$ cat src/rtl/ast_pkt_tx_pkg.sv
// Shared types and helpers for the Avalon-ST packet transmitter.
package ast_tx_pkg;

  typedef enum logic [1:0] {
    IDLE = 2'd0,
    SEND = 2'd1,
    GAP  = 2'd2
  } state_t;

  // Bytes carried by one bus word.
  function automatic int unsigned bytes_per_word(input int unsigned dwidth);
    return dwidth / 8;
  endfunction

  // Number of bus words needed to carry len bytes (ceiling division).
  function automatic int unsigned words_for_len(input int unsigned len,
                                                input int unsigned bytes);
    return (len + bytes - 1) / bytes;
  endfunction

endpackage

$ cat src/rtl/ast_pkt_tx_if.sv
// Avalon-ST link: master is the source side, slave is the sink side.
interface avalon_st_if #(
  parameter int DWIDTH        = 64,
  parameter int CHANNEL_WIDTH = 1,
  parameter int EMPTY_WIDTH   = 3
);
  logic [DWIDTH-1:0]        data;
  logic                     valid;
  logic                     startofpacket;
  logic                     endofpacket;
  logic [EMPTY_WIDTH-1:0]   empty;
  logic [CHANNEL_WIDTH-1:0] channel;
  logic                     ready;

  modport master (
    output data, valid, startofpacket, endofpacket, empty, channel,
    input  ready
  );

  modport slave (
    input  data, valid, startofpacket, endofpacket, empty, channel,
    output ready
  );
endinterface

$ cat src/rtl/ast_pkt_tx_pattern_gen.sv
// Incrementing-byte pattern word: byte i = seed + offset + i, placed MSB-first;
// bytes at or beyond valid_bytes_i are forced to zero.
module ast_tx_pattern_gen #(
  parameter int DWIDTH = 64
) (
  input  logic [7:0]                  seed_i,
  input  logic [7:0]                  offset_i,
  input  logic [$clog2(DWIDTH/8):0]   valid_bytes_i,
  output logic [DWIDTH-1:0]           data_o
);
  localparam int BYTES = DWIDTH / 8;
  localparam int CNT_W = $clog2(BYTES) + 1;

  logic [7:0] base;
  assign base = seed_i + offset_i;

  // One lane per byte; the mod-256 wrap falls out of the 8-bit add.
  for (genvar gi = 0; gi < BYTES; gi++) begin : g_lane
    assign data_o[DWIDTH-1-8*gi -: 8] =
      (CNT_W'(gi) < valid_bytes_i) ? (base + 8'(gi)) : 8'h00;
  end
endmodule

$ cat src/rtl/ast_pkt_tx.sv
// Avalon-ST packet transmitter: turns a (len, chan, seed) command into one
// SOP..EOP packet of incrementing bytes.
// Optional feature macro AST_TX_IDLE_GAP_EN: inserts GAP_CYCLES idle cycles
// after each EOP transfer before the next command can be accepted.
module ast_pkt_tx
  import ast_tx_pkg::*;
#(
  parameter int DWIDTH        = 64,
  parameter int CHANNEL_WIDTH = 1,
  parameter int LEN_WIDTH     = 16,
  parameter int GAP_CYCLES    = 2
) (
  input  logic                     clk_i,
  input  logic                     srst_i,
  input  logic                     cmd_valid_i,
  output logic                     cmd_ready_o,
  input  logic [LEN_WIDTH-1:0]     cmd_len_i,
  input  logic [CHANNEL_WIDTH-1:0] cmd_chan_i,
  input  logic [7:0]               cmd_seed_i,
  output logic                     err_o,
  output logic                     busy_o,
  avalon_st_if.master              src
);
  localparam int BYTES   = int'(bytes_per_word(DWIDTH));
  localparam int CNT_W   = $clog2(BYTES) + 1;
  localparam int EMPTY_W = $clog2(BYTES);

  state_t                   state_q, state_d;
  logic [LEN_WIDTH-1:0]     len_q, len_d;
  logic [LEN_WIDTH-1:0]     words_q, words_d;
  logic [LEN_WIDTH-1:0]     word_cnt_q, word_cnt_d;
  logic [LEN_WIDTH-1:0]     off_q, off_d;
  logic [CHANNEL_WIDTH-1:0] chan_q, chan_d;
  logic [7:0]               seed_q, seed_d;
  logic                     err_q, err_d;

`ifdef AST_TX_IDLE_GAP_EN
  logic [15:0]              gap_cnt_q, gap_cnt_d;
`else
  logic                     unused_gap_cfg;
  assign unused_gap_cfg = ^GAP_CYCLES;
`endif

  // Bytes still owed for the current word and derived beat attributes.
  logic [LEN_WIDTH-1:0] rem;
  logic [CNT_W-1:0]     valid_cnt;
  logic                 last_word;
  logic [DWIDTH-1:0]    pattern;

  assign rem       = len_q - off_q;
  assign valid_cnt = (rem >= LEN_WIDTH'(BYTES)) ? CNT_W'(BYTES) : rem[CNT_W-1:0];
  assign last_word = (word_cnt_q == words_q - LEN_WIDTH'(1));

  ast_tx_pattern_gen #(.DWIDTH(DWIDTH)) u_pattern (
    .seed_i        (seed_q),
    .offset_i      (off_q[7:0]),
    .valid_bytes_i (valid_cnt),
    .data_o        (pattern)
  );

  // State and datapath registers; reset abandons any packet in flight.
  always_ff @(posedge clk_i) begin
    if (srst_i) begin
      state_q    <= IDLE;
      len_q      <= '0;
      words_q    <= '0;
      word_cnt_q <= '0;
      off_q      <= '0;
      chan_q     <= '0;
      seed_q     <= '0;
      err_q      <= 1'b0;
`ifdef AST_TX_IDLE_GAP_EN
      gap_cnt_q  <= '0;
`endif
    end else begin
      state_q    <= state_d;
      len_q      <= len_d;
      words_q    <= words_d;
      word_cnt_q <= word_cnt_d;
      off_q      <= off_d;
      chan_q     <= chan_d;
      seed_q     <= seed_d;
      err_q      <= err_d;
`ifdef AST_TX_IDLE_GAP_EN
      gap_cnt_q  <= gap_cnt_d;
`endif
    end
  end

  // Next-state: accept/reject commands, advance word counters on transfer.
  always_comb begin
    state_d    = state_q;
    len_d      = len_q;
    words_d    = words_q;
    word_cnt_d = word_cnt_q;
    off_d      = off_q;
    chan_d     = chan_q;
    seed_d     = seed_q;
    err_d      = 1'b0;
`ifdef AST_TX_IDLE_GAP_EN
    gap_cnt_d  = gap_cnt_q;
`endif
    case (state_q)
      IDLE: begin
        if (cmd_valid_i) begin
          if (cmd_len_i == '0) begin
            err_d = 1'b1;
          end else begin
            state_d    = SEND;
            len_d      = cmd_len_i;
            chan_d     = cmd_chan_i;
            seed_d     = cmd_seed_i;
            words_d    = LEN_WIDTH'(words_for_len(32'(cmd_len_i), BYTES));
            word_cnt_d = '0;
            off_d      = '0;
          end
        end
      end
      SEND: begin
        if (src.ready) begin
          word_cnt_d = word_cnt_q + LEN_WIDTH'(1);
          off_d      = off_q + LEN_WIDTH'(BYTES);
          if (last_word) begin
`ifdef AST_TX_IDLE_GAP_EN
            state_d   = (GAP_CYCLES == 0) ? IDLE : GAP;
            gap_cnt_d = '0;
`else
            state_d   = IDLE;
`endif
          end
        end
      end
      GAP: begin
`ifdef AST_TX_IDLE_GAP_EN
        gap_cnt_d = gap_cnt_q + 16'd1;
        if (gap_cnt_q == 16'(GAP_CYCLES - 1)) state_d = IDLE;
`else
        state_d = IDLE;
`endif
      end
      default: state_d = IDLE;
    endcase
  end

  // Outputs: purely from registered state, so beats hold stable under stall.
  always_comb begin
    cmd_ready_o       = (state_q == IDLE);
    busy_o            = (state_q != IDLE);
    err_o             = err_q;
    src.valid         = (state_q == SEND);
    src.startofpacket = (state_q == SEND) && (word_cnt_q == '0);
    src.endofpacket   = (state_q == SEND) && last_word;
    src.empty         = '0;
    if ((state_q == SEND) && last_word)
      src.empty = EMPTY_W'(CNT_W'(BYTES) - valid_cnt);
    src.data          = (state_q == SEND) ? pattern : '0;
    src.channel       = chan_q;
  end
endmodule
$ cat src/flat_wrapper.sv
// flat-port wrapper written by rule: the top's interface ports become plain ports
module ast_pkt_tx_flat import ast_tx_pkg::*;
#(
  parameter int DWIDTH        = 64,
  parameter int CHANNEL_WIDTH = 1,
  parameter int LEN_WIDTH     = 16,
  parameter int GAP_CYCLES    = 2
)
  (clk_i, srst_i, cmd_valid_i, cmd_ready_o, cmd_len_i, cmd_chan_i, cmd_seed_i, err_o, busy_o, src_data, src_valid, src_startofpacket, src_endofpacket, src_empty, src_channel, src_ready);
  avalon_st_if #(.DWIDTH(DWIDTH), .CHANNEL_WIDTH(CHANNEL_WIDTH)) src_i ();
  input  logic clk_i;
  input  logic srst_i;
  input  logic cmd_valid_i;
  output logic cmd_ready_o;
  input  logic [LEN_WIDTH-1:0] cmd_len_i;
  input  logic [CHANNEL_WIDTH-1:0] cmd_chan_i;
  input  logic [7:0] cmd_seed_i;
  output logic err_o;
  output logic busy_o;
  output wire logic [$bits(src_i.data)-1:0] src_data;
  output wire logic [$bits(src_i.valid)-1:0] src_valid;
  output wire logic [$bits(src_i.startofpacket)-1:0] src_startofpacket;
  output wire logic [$bits(src_i.endofpacket)-1:0] src_endofpacket;
  output wire logic [$bits(src_i.empty)-1:0] src_empty;
  output wire logic [$bits(src_i.channel)-1:0] src_channel;
  input wire logic [$bits(src_i.ready)-1:0] src_ready;
  assign src_data = src_i.data;
  assign src_valid = src_i.valid;
  assign src_startofpacket = src_i.startofpacket;
  assign src_endofpacket = src_i.endofpacket;
  assign src_empty = src_i.empty;
  assign src_channel = src_i.channel;
  assign src_i.ready = src_ready;
  ast_pkt_tx #(.DWIDTH(DWIDTH), .CHANNEL_WIDTH(CHANNEL_WIDTH), .LEN_WIDTH(LEN_WIDTH), .GAP_CYCLES(GAP_CYCLES)) u_core (.clk_i(clk_i), .srst_i(srst_i), .cmd_valid_i(cmd_valid_i), .cmd_ready_o(cmd_ready_o), .cmd_len_i(cmd_len_i), .cmd_chan_i(cmd_chan_i), .cmd_seed_i(cmd_seed_i), .err_o(err_o), .busy_o(busy_o), .src(src_i));
endmodule
$ cat config.mk
export PLATFORM = sky130hd
export DESIGN_NAME = ast_pkt_tx_flat
export DESIGN_NICKNAME = d
export VERILOG_FILES = /design/src/rtl/ast_pkt_tx_pkg.sv /design/src/rtl/ast_pkt_tx_if.sv /design/src/rtl/ast_pkt_tx_pattern_gen.sv /design/src/rtl/ast_pkt_tx.sv /design/src/flat_wrapper.sv
export SDC_FILE = /design/constraint.sdc
export NUM_CORES = 1
export LEC_CHECK = 0
export CORE_MARGIN = 1
export CORE_UTILIZATION = 50
export DETAILED_ROUTE_END_ITERATION = 8
export PLACE_DENSITY = 0.76
export SYNTH_ARGS = -nofsm -noshare
export SYNTH_HDL_FRONTEND = slang
export SYNTH_SLANG_ARGS = --single-unit
$ cat constraint.sdc
create_clock -name clk_i -period 7.9 [get_ports clk_i]
set_input_delay 1.58 -clock clk_i [delete_from_list [all_inputs] [get_ports clk_i]]
set_output_delay 1.58 -clock clk_i [all_outputs]
set_load 0.02 [all_outputs]
==> implementation parameters <==
Parameter                              Value

Setup path
  Family with the most delay on the worst path    simple AND/OR/NAND/NOR gates
  Worst Setup Path Type    reg2out
  Cells along the critical path    inv_1 -> ha_1 -> o211ai_1 -> o21ai_0 -> xor2_1 -> or4_1 -> nor4_2 -> o211a_1 -> nand2b_1 -> ha_1 -> nor2_1 -> nor2_1 -> nor3_1 -> clkdlybuf4s50_1
  Crit path DAT    4810 ps
  Largest stage delay on the critical path    ~630 ps
  Critical path data required time    ~6300 ps
  Worst-path maximum fanout    13
  Kind of launch point of the worst setup path    flop
  WP buf/inv    2
  Kind of end point of the critical path    output pin
  Slowest stage cell on the critical path    sky130_fd_sc_hd__clkdlybuf4s50_1

Place
  Port bufs    102
  HPWL reported at the end of detailed placement    ~13,000 um
  Gpl congestion    approximately 0.91

Yosys
  Commonest cells in the netlist    sky130_fd_sc_hd__nor2_1, sky130_fd_sc_hd__dfxtp_1, sky130_fd_sc_hd__nand2_1, sky130_fd_sc_hd__nor3_1, sky130_fd_sc_hd__xnor2_1
  Synth cell types    78
  Total nets after synthesis    880
  Number of synthesized flops with an enable pin    0
  Leading area contributor after synthesis    sky130_fd_sc_hd__dfxtp_1
  Portion of the post-synthesis area used by sequential elements    a little under a quarter
  Synth Area per Inst    7.50 um^2
  Mapped Cells    818
  Post-synth top area share    a little under a quarter
  Post-synthesis async set-or-reset flop share    0%
  Leading cell type by number of instances after synthesis    sky130_fd_sc_hd__nor2_1
  Number of warnings printed during yosys synthesis    0
  Main synth FF type    sky130_fd_sc_hd__dfxtp_1
  Cells taking the most area after synthesis    sky130_fd_sc_hd__dfxtp_1, sky130_fd_sc_hd__xnor2_1, sky130_fd_sc_hd__nor2_1
  Combined area of all synthesized cells    between 6000 and 7000 um^2
  Synthesized flop and latch total    72

GRT
  Global-route wire length before repair    about 28,000 um
  Aggregate global routing overflow    0
  Number of antenna violations at the first check in global routing    0
  Total global routing track utilization    between 20% and 30%
  Via count of the first global-routing pass    approximately 5,300
  Pin count of the biggest net entering global routing    46

Power
  Total chip power    ~1200 uW
  Largest voltage drop on the vdd net    approximately 0.13 mV
  Power density over the cells    157 nW/um^2
  Leakage component of the power    around 0.0027 uW

Routing
  First DRT Iteration DRCs    about 470
  Antenna Violating Nets Remaining    0
  Via total after detailed routing    approximately 6,000
  Pre-antenna DRT Iters    4
  Total routed wirelength    roughly 17,000 um
  Via density per instance    between 5 and 6
  Routed length per placed instance    roughly 16 um
  Final routed DRC violation total    0

Worst hold path
  Path category of the worst min-delay check    reg2reg

Clock tree
  Number of instances resized during post-cts repair    0
  Post-CTS Setup Repair Bufs    0
  Clock tree from TritonCTS    built
  Clock slew seen by the registers of the worst setup and hold paths    ~60 ps
  Total clock sinks    between 70 and 80
  CTS hold repair buffers    0
  Clk root buf    sky130_fd_sc_hd__clkbuf_16
  Number of levels in the clock H-tree    3
  Number of clock buffers inserted by TritonCTS    9
  Later-pin clock latency in the skew report    340 ps
  Number of buffers between clock root and the deepest sink    2

STA
  Setup skew after layout    between 9 and 10 ps
  Time the final worst path needs with I/O delays and setup    approximately 6400 ps
  Portion of the clock cycle consumed by the worst path in the final layout    roughly 81%
  Accumulated negative setup slack    0 ps
  Worst max-slew margin expressed relative to the limit    16.5%
  Hold Slack    482 ps
  Setup repair after global routing missed its margin    no
  Transition at the pin with the smallest max-transition slack    ~1300 ps
  Max-slew violation total from the final report    0
  Final Hold Fails    0
  Achievable clock frequency    around 160 MHz
  Finish-stage setup viols    0

Floorplanning
  Row cnt    40
  Chip Height    between 100 and 150 um
  Starting utilization of the core area    51.1%
  Die Width    around 110 um
  Placeable core region    approximately 12,000 um^2
  Count of pins on the block boundary    approximately 100
  Total Die Area    approximately 13,000 um^2

Layout
  Count of nets after finishing    947
  Fraction of layout instances using a drive strength above 1    under 10%
  Antenna cell count    0
  Area added between synthesis and finish    21.2%

Run
  Max-cap viol count    0

Run status
  Status    finished, final reports clean
## worst register-to-register path: cells and delay by family, from the launching register on
kind / cells / cell delay (ps)
buffers and inverters: 1 / 700
and+or+nand+nor: 5 / 2170
DFF: 1 / 560
## path summary, 6_finish.rpt
kind                                   start                         endpoint  slack, ps  depth (start not counted)
max reg2reg   u_core.state_q[0]$_SDFFE_PP0P_  u_core.words_q[11]$_SDFFE_PP0P_       4420                          6
min          u_core.src.channel$_SDFFE_PP0P_  u_core.src.channel$_SDFFE_PP0P_        480                          1
max             u_core.off_q[6]$_SDFFE_PP0P_                     src_data[29]       1510                         14
min reg2reg  u_core.src.channel$_SDFFE_PP0P_  u_core.src.channel$_SDFFE_PP0P_        480                          1
## metrics by stage
| stage | setup WS (ps) | cell area (um^2) | cells | utilization (%) |
|---|---|---|---|---|
| finish | 1510 | 7440 | 1037 | 61.9 |
| global route | 1150 | 7440 | 1037 | 61.9 |
| CTS | 1490 | 7440 | 1037 | 61.9 |
| detailed placement | 1850 | 7160 | 1021 | 59.6 |
| global placement | 1990 | 7160 | 1021 | 59.6 |
| floorplan | 2740 | 6140 | 818 | - |
## layout by cell type, fill, tap and decap left out, types with 3 or more instances in the layout
master,netlist,final
sky130_fd_sc_hd__a211o_1,5,5
sky130_fd_sc_hd__a211oi_1,10,10
sky130_fd_sc_hd__a21o_1,3,3
sky130_fd_sc_hd__a21oi_1,33,33
sky130_fd_sc_hd__a22o_1,27,27
sky130_fd_sc_hd__a31oi_1,3,3
sky130_fd_sc_hd__and2_1,14,14
sky130_fd_sc_hd__and3_1,9,9
sky130_fd_sc_hd__and4_1,4,4
sky130_fd_sc_hd__buf_4,3,3
sky130_fd_sc_hd__clkbuf_16,0,9
sky130_fd_sc_hd__clkdlybuf4s50_1,0,102
sky130_fd_sc_hd__clkinvlp_4,0,3
sky130_fd_sc_hd__dfxtp_1,72,72
sky130_fd_sc_hd__ha_1,33,33
sky130_fd_sc_hd__inv_1,33,33
sky130_fd_sc_hd__mux2i_1,6,6
sky130_fd_sc_hd__nand2_1,66,66
sky130_fd_sc_hd__nand3_1,28,28
sky130_fd_sc_hd__nand4_1,13,13
sky130_fd_sc_hd__nand4b_1,3,3
sky130_fd_sc_hd__nor2_1,111,110
sky130_fd_sc_hd__nor2b_1,7,7
sky130_fd_sc_hd__nor3_1,64,64
sky130_fd_sc_hd__nor3b_1,3,3
sky130_fd_sc_hd__nor4_1,7,7
sky130_fd_sc_hd__o2111ai_1,6,6
sky130_fd_sc_hd__o211ai_1,5,5
sky130_fd_sc_hd__o21a_1,8,8
sky130_fd_sc_hd__o21ai_0,16,16
sky130_fd_sc_hd__o21ai_1,3,3
sky130_fd_sc_hd__o31a_1,3,3
sky130_fd_sc_hd__o31ai_1,4,4
sky130_fd_sc_hd__or2_2,3,3
sky130_fd_sc_hd__or3_1,7,7
sky130_fd_sc_hd__or4_1,5,5
sky130_fd_sc_hd__xnor2_1,62,62
sky130_fd_sc_hd__xor2_1,46,46
## state kept, by name, indices dropped and copies added, names as in the netlist
register and cells:
u_core.len_q 16, u_core.word_cnt_q 16, u_core.words_q 16, u_core.off_q 13
u_core.seed_q 8, u_core.err_o 1, u_core.src.channel 1, u_core.state_q 1
## metal layers
metal	up-vias	GRT usage [%]	wire length, um
met5	-	0	0
met2	181	43.3	7750
met1	2790	38.6	8030
met3	25	3.64	811
met4	0	6.58	281
li1	3030	-	-
## cell type report
type                    count  area, um^2
multi-input cells         663        4360
well taps                 147         184
clock buffers              11         243
inverters                  34         128
repair buffers            105        1040
fillers                  1090        4570
flip-flops and latches     72        1440
clock inverters             5        40.0
## kinds of logic (layout without fill, tap and decap cells)
kind of cell / after synthesis / in the layout / share of synthesized area, %
fa+ha+maj: 33 / 33 / 6.73
simple gates: 359 / 359 / 29.1
other cells: 1 / 1 / 0.0611
mux: 7 / 7 / 1.16
flops: 72 / 72 / 23.5
compound gates: 155 / 155 / 18.5
xor+xnor: 108 / 108 / 15.4
buf+inv: 83 / 155 / 5.52
## report_power, final
group | switching [uW] | internal, uW | total (uW)
Combinational | 217 | 164 | 381
Clock | 160 | 223 | 383
Sequential | 24.6 | 379 | 404
Power figures use the tool's default switching activity.
